$ cat src/rtl/time_sequencer.sv
// BCD time-of-day keeper with set buttons, 12/24-hour mode and a registered,
// rate-programmable multiplexed 4/6-digit display scan.
module time_sequencer #(
  parameter int DIGITS   = 4,
  parameter int H24      = 0,
  parameter int SCAN_DIV = 1
) (
  input  logic              Clock,
  input  logic              nReset,
  input  logic              Tick,
  input  logic              SyncMinIn,
  input  logic              SyncHourIn,
  output logic [3:0]        D,
  output logic [DIGITS-1:0] Digit,
  output logic              DP,
  output logic              PM,
  output logic [1:0]        hour10,
  output logic [3:0]        hour1,
  output logic [2:0]        min10,
  output logic [3:0]        min1,
  output logic [2:0]        sec10,
  output logic [3:0]        sec1
);

  localparam int         DIV_W   = (SCAN_DIV > 1) ? $clog2(SCAN_DIV) : 1;
  localparam logic [1:0] H10_RST = (H24 != 0) ? 2'd0 : 2'd1;
  localparam logic [3:0] H1_RST  = (H24 != 0) ? 4'd0 : 4'd2;

  generate
    if (!(DIGITS == 4 || DIGITS == 6) || SCAN_DIV < 1) begin : gen_param_check
      $error("time_sequencer: DIGITS must be 4 or 6 and SCAN_DIV must be >= 1");
    end
  endgenerate

  logic [1:0]        hour10_reg, hour10_next;
  logic [3:0]        hour1_reg, hour1_next;
  logic [2:0]        min10_reg, min10_next;
  logic [3:0]        min1_reg, min1_next;
  logic [2:0]        sec10_reg, sec10_next;
  logic [3:0]        sec1_reg, sec1_next;
  logic              pm_reg, pm_next;
  logic              min_btn_reg, hour_btn_reg;
  logic [DIV_W-1:0]  div_reg, div_next;
  logic [2:0]        idx_reg, idx_next;
  logic [3:0]        d_reg, d_next;
  logic [DIGITS-1:0] digit_reg, digit_next;
  logic              dp_reg, dp_next;

  logic min_edge, hour_edge, tick_eff, sec_wrap, min_wrap, adv_min, adv_hour;

  assign min_edge  = SyncMinIn & ~min_btn_reg;
  assign hour_edge = SyncHourIn & ~hour_btn_reg;
  // Any set edge swallows a coincident tick so the set result is exact.
  assign tick_eff  = Tick & ~(min_edge | hour_edge);
  assign sec_wrap  = (sec10_reg == 3'd5) && (sec1_reg == 4'd9);
  assign min_wrap  = (min10_reg == 3'd5) && (min1_reg == 4'd9);
  assign adv_min   = min_edge | (tick_eff & sec_wrap);
  assign adv_hour  = hour_edge | (tick_eff & sec_wrap & min_wrap);

  always_comb begin
    sec1_next   = sec1_reg;
    sec10_next  = sec10_reg;
    min1_next   = min1_reg;
    min10_next  = min10_reg;
    hour1_next  = hour1_reg;
    hour10_next = hour10_reg;
    pm_next     = pm_reg;

    if (min_edge) begin
      sec1_next  = 4'd0;
      sec10_next = 3'd0;
    end else if (tick_eff) begin
      if (sec1_reg == 4'd9) begin
        sec1_next  = 4'd0;
        sec10_next = (sec10_reg == 3'd5) ? 3'd0 : sec10_reg + 3'd1;
      end else begin
        sec1_next = sec1_reg + 4'd1;
      end
    end

    if (adv_min) begin
      if (min1_reg == 4'd9) begin
        min1_next  = 4'd0;
        min10_next = (min10_reg == 3'd5) ? 3'd0 : min10_reg + 3'd1;
      end else begin
        min1_next = min1_reg + 4'd1;
      end
    end

    if (adv_hour) begin
      if (H24 != 0) begin
        if (hour10_reg == 2'd2 && hour1_reg == 4'd3) begin
          hour10_next = 2'd0;
          hour1_next  = 4'd0;
        end else if (hour1_reg == 4'd9) begin
          hour10_next = hour10_reg + 2'd1;
          hour1_next  = 4'd0;
        end else begin
          hour1_next = hour1_reg + 4'd1;
        end
      end else begin
        // 12-hour clock runs 12,1,...,11; the meridiem flips entering 12.
        if (hour10_reg == 2'd1 && hour1_reg == 4'd2) begin
          hour10_next = 2'd0;
          hour1_next  = 4'd1;
        end else if (hour10_reg == 2'd1 && hour1_reg == 4'd1) begin
          hour1_next = 4'd2;
          pm_next    = ~pm_reg;
        end else if (hour1_reg == 4'd9) begin
          hour10_next = 2'd1;
          hour1_next  = 4'd0;
        end else begin
          hour1_next = hour1_reg + 4'd1;
        end
      end
    end
  end

  always_comb begin
    div_next = div_reg + DIV_W'(1);
    idx_next = idx_reg;
    if (div_reg == DIV_W'(SCAN_DIV - 1)) begin
      div_next = '0;
      idx_next = (idx_reg == 3'(DIGITS - 1)) ? 3'd0 : idx_reg + 3'd1;
    end
  end

  genvar gi;
  generate
    for (gi = 0; gi < DIGITS; gi++) begin : gen_digit_sel
      assign digit_next[gi] = (idx_reg == 3'(DIGITS - 1 - gi));
    end
  endgenerate

  always_comb begin
    case (idx_reg)
      3'd0:    d_next = (H24 == 0 && hour10_reg == 2'd0) ? 4'hF : {2'b00, hour10_reg};
      3'd1:    d_next = hour1_reg;
      3'd2:    d_next = {1'b0, min10_reg};
      3'd3:    d_next = min1_reg;
      3'd4:    d_next = {1'b0, sec10_reg};
      3'd5:    d_next = sec1_reg;
      default: d_next = 4'hF;
    endcase
    dp_next = 1'b0;
    if (idx_reg == 3'd1 || (DIGITS == 6 && idx_reg == 3'd3)) dp_next = ~sec1_reg[0];
    if (H24 == 0 && idx_reg == 3'(DIGITS - 1)) dp_next = pm_reg;
  end

  always_ff @(posedge Clock) begin
    if (!nReset) begin
      hour10_reg   <= H10_RST;
      hour1_reg    <= H1_RST;
      min10_reg    <= 3'd0;
      min1_reg     <= 4'd0;
      sec10_reg    <= 3'd0;
      sec1_reg     <= 4'd0;
      pm_reg       <= 1'b0;
      min_btn_reg  <= 1'b1;
      hour_btn_reg <= 1'b1;
      div_reg      <= '0;
      idx_reg      <= 3'd0;
      d_reg        <= {2'b00, H10_RST};
      digit_reg    <= {1'b1, {(DIGITS-1){1'b0}}};
      dp_reg       <= 1'b0;
    end else begin
      hour10_reg   <= hour10_next;
      hour1_reg    <= hour1_next;
      min10_reg    <= min10_next;
      min1_reg     <= min1_next;
      sec10_reg    <= sec10_next;
      sec1_reg     <= sec1_next;
      pm_reg       <= pm_next;
      min_btn_reg  <= SyncMinIn;
      hour_btn_reg <= SyncHourIn;
      div_reg      <= div_next;
      idx_reg      <= idx_next;
      d_reg        <= d_next;
      digit_reg    <= digit_next;
      dp_reg       <= dp_next;
    end
  end

  assign hour10 = hour10_reg;
  assign hour1  = hour1_reg;
  assign min10  = min10_reg;
  assign min1   = min1_reg;
  assign sec10  = sec10_reg;
  assign sec1   = sec1_reg;
  assign PM     = pm_reg;
  assign D      = d_reg;
  assign Digit  = digit_reg;
  assign DP     = dp_reg;

endmodule

$ cat config.mk
export PLATFORM = sky130hd
export DESIGN_NAME = time_sequencer
export DESIGN_NICKNAME = d
export VERILOG_FILES = /design/src/rtl/time_sequencer.sv
export SDC_FILE = /design/constraint.sdc
export NUM_CORES = 1
export LEC_CHECK = 0
export CORE_MARGIN = 5
export CORE_UTILIZATION = 50
export DETAILED_ROUTE_END_ITERATION = 10
export GPL_ROUTABILITY_DRIVEN = 0
export GPL_TIMING_DRIVEN = 0
export HOLD_SLACK_MARGIN = 0.02
export PLACE_DENSITY = 0.82
export SYNTH_ARGS = -nofsm -noshare
export SYNTH_HDL_FRONTEND = slang
export SYNTH_SLANG_ARGS = --single-unit
$ cat constraint.sdc
create_clock -name Clock -period 2.82 [get_ports Clock]
set_input_delay 0.564 -clock Clock [delete_from_list [all_inputs] [get_ports Clock]]
set_output_delay 0.564 -clock Clock [all_outputs]
set_load 0.1 [all_outputs]
### Yosys cells after proc, flatten, opt, wreduce, memory -nomap -nowiden

Index checks and enable logic that the tools add are counted.

* bits in registers: 36
* input bits: 5
* output and inout bits: 30
* word-level logic and storage cells: 78

* add/subtract/negate cells: 7
* equal/unequal tests: 14
* mux-type cells: 15
* bitwise gates (word level): 15
* reductions and logical operators: 13

Operator list (number)
* 4-bit 2-to-1 mux: 6
* 4-bit case mux with 6 select lines: 1
* 4-bit by 1-bit adder with 4-bit output (second input constant): 3
* 3-bit equality test (second input constant): 4
* 4-bit equality test (second input constant): 3
* 3-bit by 1-bit adder with 3-bit output (second input constant): 3
* 3-bit 2-to-1 mux: 3
* 1-bit NOT: 7
* 3-bit by 2-bit equality test with 1-bit output (second input constant): 2
* 2-bit 2-to-1 mux: 3
* 2-bit AND reduction: 3
* 3-bit AND reduction: 2
* 1-bit bitwise AND: 5
* 4-bit by 1-bit equality test with 1-bit output (second input constant): 1
* 4-bit by 2-bit equality test with 1-bit output (second input constant): 1
* 1-bit logical AND: 4
* 3-bit by 1-bit equality test with 1-bit output (second input constant): 1
* 3-bit logical NOT: 1
* 1-bit bitwise OR: 3
* 2-bit by 1-bit equality test with 1-bit output (second input constant): 1
* 2-bit logical NOT: 1
* 1-bit 2-to-1 mux: 2
* 2-bit inequality test (second input constant): 1
* 2-bit nonzero test: 1
* 2 further kinds: 2

### Logic depth before layout (Yosys ltp)

Gate-level depths: netlist of run 1.

* depth in word-level cells: 9
* mapped depth: 7
* gate-level depth less buffers: 6

### Worst setup path before layout of run 1

Ideal clock, no wire load.

* path type: register to register
* start: reg sec10_reg[0] (netlist: sec10[0])
* end: reg min1_reg[3] (netlist: min1[3])
* setup time: 0.133 ns
* arrival: 2.207 ns
* required time: 2.687 ns
* setup slack: 0.481 ns
* stages on the path, launching flop included: 6
* path buffers: 0
* clock period less this slack: 2.339 ns
* cells stage by stage: dfxtp_1 nand3b_1 or4_4 o22ai_4 mux2i_1 a31oi_1

* word-level cells in the longest chain between the ends: 4

RTL lines
* from (decl): line 39 `logic [2:0] sec10_reg, sec10_next;`
* from (signal assigned): line 171 `sec10_reg <= sec10_next;`
* 3-bit equality test: line 55 `assign sec_wrap = (sec10_reg == 3'd5) && (sec1_reg == 4'd9);`
* 1-bit logical AND: line 55
* 1-bit bitwise AND: line 57 `assign adv_min = min_edge | (tick_eff & sec_wrap);`
* 1-bit bitwise OR: line 57
* to (signal assigned): line 170 `min1_reg <= min1_next;`
* to (decl): line 38 `logic [3:0] min1_reg, min1_next;`

No other way between the ends.
A chain may end at the register's enable or synchronous reset.

### Final worst setup path of run 1

* start: reg sec1_reg[0] (netlist: sec1[0])
* end: out sec1[0]

RTL lines
* from (decl): line 40 `logic [3:0] sec1_reg, sec1_next;`
* from (signal assigned): line 172 `sec1_reg <= sec1_next;`
* to (decl): line 22 `output logic [3:0] sec1`

No word-level cell between the ends.

==> results by group, run 1 <==
Timing
  • Post-route setup TNS: 0 ns
  • Max Freq: around 380 MHz
  • Final Hold Slack: 0.517 ns
  • Post-Route Skew: 0.0120 ns
  • Actual slew at the worst max-slew pin: 0.975 ns
  • Slew HR: 34.8%
  • Final Setup Violations: 0
  • RSZ-0062 raised after global routing: no
  • Fin crit period: around 2.6 ns
  • Period utilisation layout: approximately 93%
  • Final Hold Fails: 0
  • Fin. max-slew vios: 0

Clock tree
  • CTS sink count: 35
  • Root buf cell: clkbuf_4
  • Clock latency on the worst-skew pair: 0.34 ns
  • CTS tree: done
  • Post_cts resized: 0
  • Htree depth: 2
  • Clock slew at reported path FFs: 0.11 ns
  • # hold bufs at CTS: 0
  • Cts bufs inserted: 5
  • CTS Buffer Depth: 2
  • Setup Buffers After CTS: 0

Synthesis
  • Post-synth EDFFs: 0
  • Top_reg_cell synth: dfxtp_1
  • Leading area contributor after synthesis: dfxtp_1
  • Synth top area cells: dfxtp_1 40%, mux2i_1 4.6%, a21oi_1 4.3%
  • Synth warnings: 0
  • Yosys top cell area share: roughly 40%
  • Synthesized area per cell: 8.80 um^2
  • Synth cell types: 50
  • Ys async rst share: 0%
  • Sequential area share after synthesis: about two fifths
  • Synth Cell Area: 0.00175 mm^2
  • Cell count after synthesis: 199
  • Synth Register Bits: 35

Finish
  • Nets: 249
  • Number of diodes: 0
  • Share of layout cells above drive strength 1: roughly 8.3%
  • Most frequent cells in the layout: 35 x dfxtp_1, 33 x clkdlybuf4s50_1, 18 x nor2_1, 15 x a21oi_1, 14 x nand2_1
  • Synthesis-to-layout area growth: 27.3%
  • FILL cells: 294
  • Final instance area: 0.00223 mm^2
  • Most common cell after layout, fill and taps aside: dfxtp_1
  • Finished Layout Cells: approximately 290

Worst setup path
  • Worst Setup Start Kind: flop
  • Setup CP Type: flop to primary output
  • Setup slack, reg-to-reg: 1.06 ns
  • Worst stage delay on the critical path: 1.20 ns
  • Critical Path Fanout Max: 6
  • CP arrival: 2.05 ns
  • Worst EP required: between 2 and 2.5 ns
  • Slowest CP cell: clkdlybuf4s50_1
  • Cell chain of the critical path: clkdlybuf4s50_1
  • WP buf/inv: 1
  • Reg2Reg Depth: 5
  • Crit-path leading delay family: buffers and inverters
  • RR Startpoint: min1[0]$_SDFFE_PN0P_
  • Worst r2r dst: hour1[3]$_SDFFE_PN0P_
  • Type of destination of the critical path: primary output

Run
  • Max Cap Violations: 0

Power
  • Clock power share: roughly a third
  • Tot Pwr: 1.15 mW
  • Net Sw Frac: a little under a third
  • Int Pwr: 0.787 mW
  • P per Cell Area: 516 mW/mm^2
  • Flop pwr share: 46.1%
  • VDD IR max: around 280 uV
  • P_sw: 0.363 mW
  • P_leak: 0.831 nW
  • Combinational share of power: 21.1%

Worst hold path
  • HP Start: div_reg$_SDFF_PN0_
  • Worst Hold Path EP: idx_reg[2]$_SDFFE_PN0N_
  • Hold Crit Class: flop to flop
  • Number of cells on the worst hold path: 2

Route
  • Average wire per standard cell: 13.5 um
  • DRT Pass-1 Iters: 5
  • Drt initial violations: 61
  • Antenna viol nets, final: 0
  • Via density: 5.45
  • Final wirelength: 3.86 mm
  • Via count: roughly 1,600
  • Drt drc: 0

GRT
  • Vias in the first global route: 1,374
  • Largest net degree at the start of global routing: 12
  • Initial antenna violation count: 0
  • First-pass GRT wire length: 6.49 mm
  • Total track usage: between 10% and 20%
  • Total gr overflow: 0

Floorplan
  • Initial Utilization: 52.0%
  • Die Wd: 69.2 um
  • Total die area: 0.00478 mm^2
  • Die Y: 69.2 um
  • I/O pin cnt: 35
  • Core footprint: 0.00336 mm^2
  • Row cnt: 21

Placement
  • Post-place instance area: between 0.002 and 0.0025 mm^2
  • I/O Buffers: 33
  • Cells after DPL: 279
  • Dpl hpwl: 2.86 mm

Outcome
  • Status: complete, no violations
==> cells in the mapped netlist (2+ instances only) <==
cell type / number
a21o_1: 6
nand2b_1: 6
a221oi_1: 4
clkbuf_1: 7
clkinv_1: 2
a21oi_1: 15
nor3b_1: 3
nand3b_1: 3
xor2_1: 2
a222oi_1: 2
and2_1: 2
dfxtp_1: 35
ha_1: 4
o211ai_1: 2
nand3_1: 9
a31oi_1: 4
nor2_1: 18
o21ai_0: 4
mux2i_1: 8
or3_1: 2
a22oi_1: 2
buf_2: 2
and3_1: 3
nand2_1: 14
nor3_1: 5
inv_1: 6
nor2b_1: 6
==> kinds of logic after synthesis <==
group                    count (synthesis)  share of synthesized area [%]
XOR/XNOR                                 3                           1.50
buffers and inverters                   19                           4.43
adder cells (fa/ha/maj)                  4                           2.86
other                                    1                          0.214
multiplexers                             8                           4.57
AO/OA/AOI/OAI                           45                           17.8
AND/OR/NAND/NOR                         84                           28.6
flip-flops                              35                           40.0
==> final cells by class <==
type | instances | area, um^2 | share of cell area [%]
multi-input cells | 146 | 976 | 43.8
flip-flops and latches | 35 | 701 | 31.4
repair buffers | 33 | 330 | 14.8
well taps | 46 | 57.6 | 2.58
clock buffers | 6 | 51.3 | 2.30
plain buffers | 10 | 43.8 | 1.97
clock inverters | 2 | 35.0 | 1.57
inverters | 9 | 33.8 | 1.52
==> power groups by stage <==
stage	Clock (mW)	Sequential, mW	Combinational, mW
after floorplan	0	0.650	0.0763
after global placement	0	0.541	0.240
after detailed placement	0	0.541	0.243
after CTS	0.387	0.530	0.243
after global routing	0.410	0.533	0.257
final	0.378	0.530	0.242
==> worst max-delay path by stage <==
| stage | start | endpoint | slack, ns | cells after the start |
|---|---|---|---|---|
| floorplan | sec10[0]$_SDFFE_PP0P_ | min1[3]$_SDFFE_PN0P_ | 0.48 | 5 |
| CTS | sec1[0]$_SDFFE_PP0P_ | sec1[0] | 0.19 | 1 |
| global route | sec1[0]$_SDFFE_PP0P_ | sec1[0] | 0.12 | 1 |
| detailed placement | SyncMinIn | hour1[3]$_SDFFE_PN0P_ | 0.43 | 6 |
| global placement | SyncMinIn | hour1[3]$_SDFFE_PN0P_ | 0.45 | 6 |
| finish | sec1[0]$_SDFFE_PP0P_ | sec1[0] | 0.21 | 1 |
==> worst register-to-register path: stages, from the launching register on <==
cell     delay [ns]
dfxtp_1        0.43
inv_2          0.10
nor4_4         0.31
nand4_2        0.26
or4_1          0.54
nand3_1        0.07
==> per-layer routing <==
metal	track usage [%]	share of wire, %	up-vias
met5	0	0	-
met4	6.51	1.5	0
met3	5.36	6.8	7
met2	25.8	47	48
met1	21.6	45	718
li1	-	-	791
==> per-stage QoR <==
stage | utilization, % | setup slack [ns]
after global placement | 63.7 | 0.445
after detailed placement | 63.7 | 0.430
after CTS | 66.3 | 0.192
final | 66.3 | 0.210
after global routing | 66.3 | 0.124
after floorplan | - | 0.481
No activity file was read; power rests on OpenSTA's default activity.
==> run 2: changes to the inputs <==
- CELL_PAD_IN_SITES_DETAIL_PLACEMENT: unset -> 2
- CELL_PAD_IN_SITES_GLOBAL_PLACEMENT: unset -> 2
- CORE_UTILIZATION: 50 -> 32
- PLACE_DENSITY: 0.82 -> 0.86
==> results by group, run 2 (same netlist as run 1, synthesis figures left out) <==
Worst hold path
  • Hold Crit Class: flop to flop
  • Number of cells on the worst hold path: 2 (unchanged)
  • HP Start: div_reg$_SDFF_PN0_
  • Worst Hold Path EP: idx_reg[2]$_SDFFE_PN0N_

Placement
  • Cells after DPL: 305 (+9.3%)
  • Dpl hpwl: 3.85 mm (+34%)
  • I/O Buffers: 33 (unchanged)
  • DP Worst Slack: 0.349 ns (-0.0815 ns)

Clock tree
  • Setup Buffers After CTS: 0 (unchanged)
  • Root buf cell: clkbuf_8
  • CTS Buffer Depth: 2 (unchanged)
  • Cts bufs inserted: 5 (unchanged)
  • # hold bufs at CTS: 0 (unchanged)
  • CTS tree: done
  • Clock slew at reported path FFs: 0.07 ns (-0.04 ns)
  • Post_cts resized: 0 (unchanged)
  • CTS sink count: 35 (unchanged)
  • Clock latency on the worst-skew pair: 0.29 ns (-0.05 ns)
  • Htree depth: 2 (unchanged)

GRT
  • Initial antenna violation count: 0 (unchanged)
  • Total track usage: 16.3% (-0.40 points)
  • Vias in the first global route: 1,795 (+31%)
  • Total gr overflow: 0 (unchanged)
  • Largest net degree at the start of global routing: 11 (-1)
  • First-pass GRT wire length: 9.32 mm (+43%)

Worst setup path
  • Setup slack, reg-to-reg: 0.97 ns (-0.09 ns)
  • Worst Setup SP: sec1[0]$_SDFFE_PP0P_
  • Critical Path Fanout Max: 6 (unchanged)
  • Worst r2r dst: hour1[3]$_SDFFE_PN0P_
  • WP buf/inv: 1 (unchanged)
  • Worst stage delay on the critical path: 1.20 ns (about the same)
  • Worst Setup Start Kind: flop
  • Slowest CP cell: clkdlybuf4s50_1
  • Setup CP Type: flop to primary output
  • Cell chain of the critical path: clkdlybuf4s50_1
  • RR Startpoint: min1[3]$_SDFFE_PN0P_
  • Crit-path leading delay family: buffers and inverters
  • Type of destination of the critical path: primary output
  • Reg2Reg Depth: 5 (unchanged)
  • CP arrival: 2.00 ns (-0.05 ns)
  • Worst EP required: 2.26 ns (about the same)

Floorplan
  • Die Y: 84.0 um (+21%)
  • Core footprint: 0.00541 mm^2 (+61%)
  • Die Wd: 84.0 um (+21%)
  • Total die area: 0.00705 mm^2 (+47%)
  • Row cnt: 27 (+29%)
  • I/O pin cnt: 35 (unchanged)
  • Initial Utilization: 32.4% (-20 points)

Finish
  • Most frequent cells in the layout: 35 x dfxtp_1, 33 x clkdlybuf4s50_1, 18 x nor2_1, 15 x a21oi_1, 14 x nand2_1
  • Synthesis-to-layout area growth: 28.9%
  • Most common cell after layout, fill and taps aside: dfxtp_1
  • Share of layout cells above drive strength 1: 7.47% (-0.83 points)
  • Number of diodes: 0 (unchanged)
  • Nets: 249 (unchanged)
  • Finished Layout Cells: 313 (+9.1%)

Timing
  • Fin. max-slew vios: 0 (unchanged)
  • RSZ-0062 raised after global routing: no
  • Worst setup margin: 0.259 ns (+0.0483 ns)
  • Post-route setup TNS: 0 ns (unchanged)
  • Post-Route Skew: 0.00474 ns (-0.00729 ns)
  • Max Freq: 390 MHz (+1.9%)
  • Actual slew at the worst max-slew pin: 0.990 ns (+0.0155 ns)
  • Slew HR: 33.8% (-1.0 points)
  • Final Hold Fails: 0 (unchanged)
  • Final Setup Violations: 0 (unchanged)
  • Fin crit period: 2.56 ns (-0.0483 ns)
  • Period utilisation layout: 90.8% (-1.7 points)

Power
  • P per Cell Area: 504 mW/mm^2 (-2.3%)
  • VDD IR max: 180 uV (-36%)
  • P_leak: 0.825 nW (-0.72%)

Route
  • Drt drc: 0 (unchanged)
  • Final wirelength: 5.43 mm (+41%)
  • Average wire per standard cell: 17.4 um (+29%)
  • Via count: 1,650 (+5.5%)
  • Drt initial violations: 83 (+36%)
  • DRT Pass-1 Iters: 4 (-1)
  • Via density: 5.27 (-3.3%)
  • Antenna viol nets, final: 0 (unchanged)

Outcome
  • Status: complete, no violations

Run
  • Max Cap Violations: 0 (unchanged)
run 2: final cells by class:
type                    count  area [um^2]
plain buffers              10         43.8
inverters                   9         33.8
clock buffers               7         76.3
flip-flops and latches     35          701
clock inverters             1         5.00
fillers                   630         3150
multi-input cells         146          976
repair buffers             33          330
well taps                  72         90.1
run 2: per-stage QoR:
| stage | total power [mW] | cell area (um^2) | hold WS [ns] | util [%] |
|---|---|---|---|---|
| floorplan | 0.726 | 1750 | 0.473 | - |
| global placement | 0.785 | 2170 | 0.502 | 40.2 |
| detailed placement | 0.791 | 2170 | 0.536 | 40.2 |
| CTS | 1.15 | 2260 | 0.546 | 41.7 |
| global route | 1.19 | 2260 | 0.580 | 41.7 |
| finish | 1.14 | 2260 | 0.531 | 41.7 |
run 2: worst max-delay path by stage:
stage / endpoint / slack, ns / cells past startpoint
after floorplan: min1[3]$_SDFFE_PN0P_ / 0.48 / 5
after global placement: hour1[3]$_SDFFE_PN0P_ / 0.43 / 6
after detailed placement: hour1[3]$_SDFFE_PN0P_ / 0.35 / 6
after CTS: min1[3] / 0.25 / 1
after global routing: min1[3] / 0.20 / 1
final: sec1[0] / 0.26 / 1
run 2: where the power goes:
group          internal, mW  total (mW)  switching (mW)  leakage [nW]
logic                0.0636       0.249           0.186         0.497
clock network         0.173       0.356           0.183        0.0422
registers             0.514       0.532          0.0178         0.285
run 2: routing by layer:
metal	global-route usage (%)	part of all wire (%)	wire, um
met1	20.1	46	2510
met2	28.9	49	2690
met3	3.16	3.0	164
met4	4.39	1.3	70
met5	0	0	0
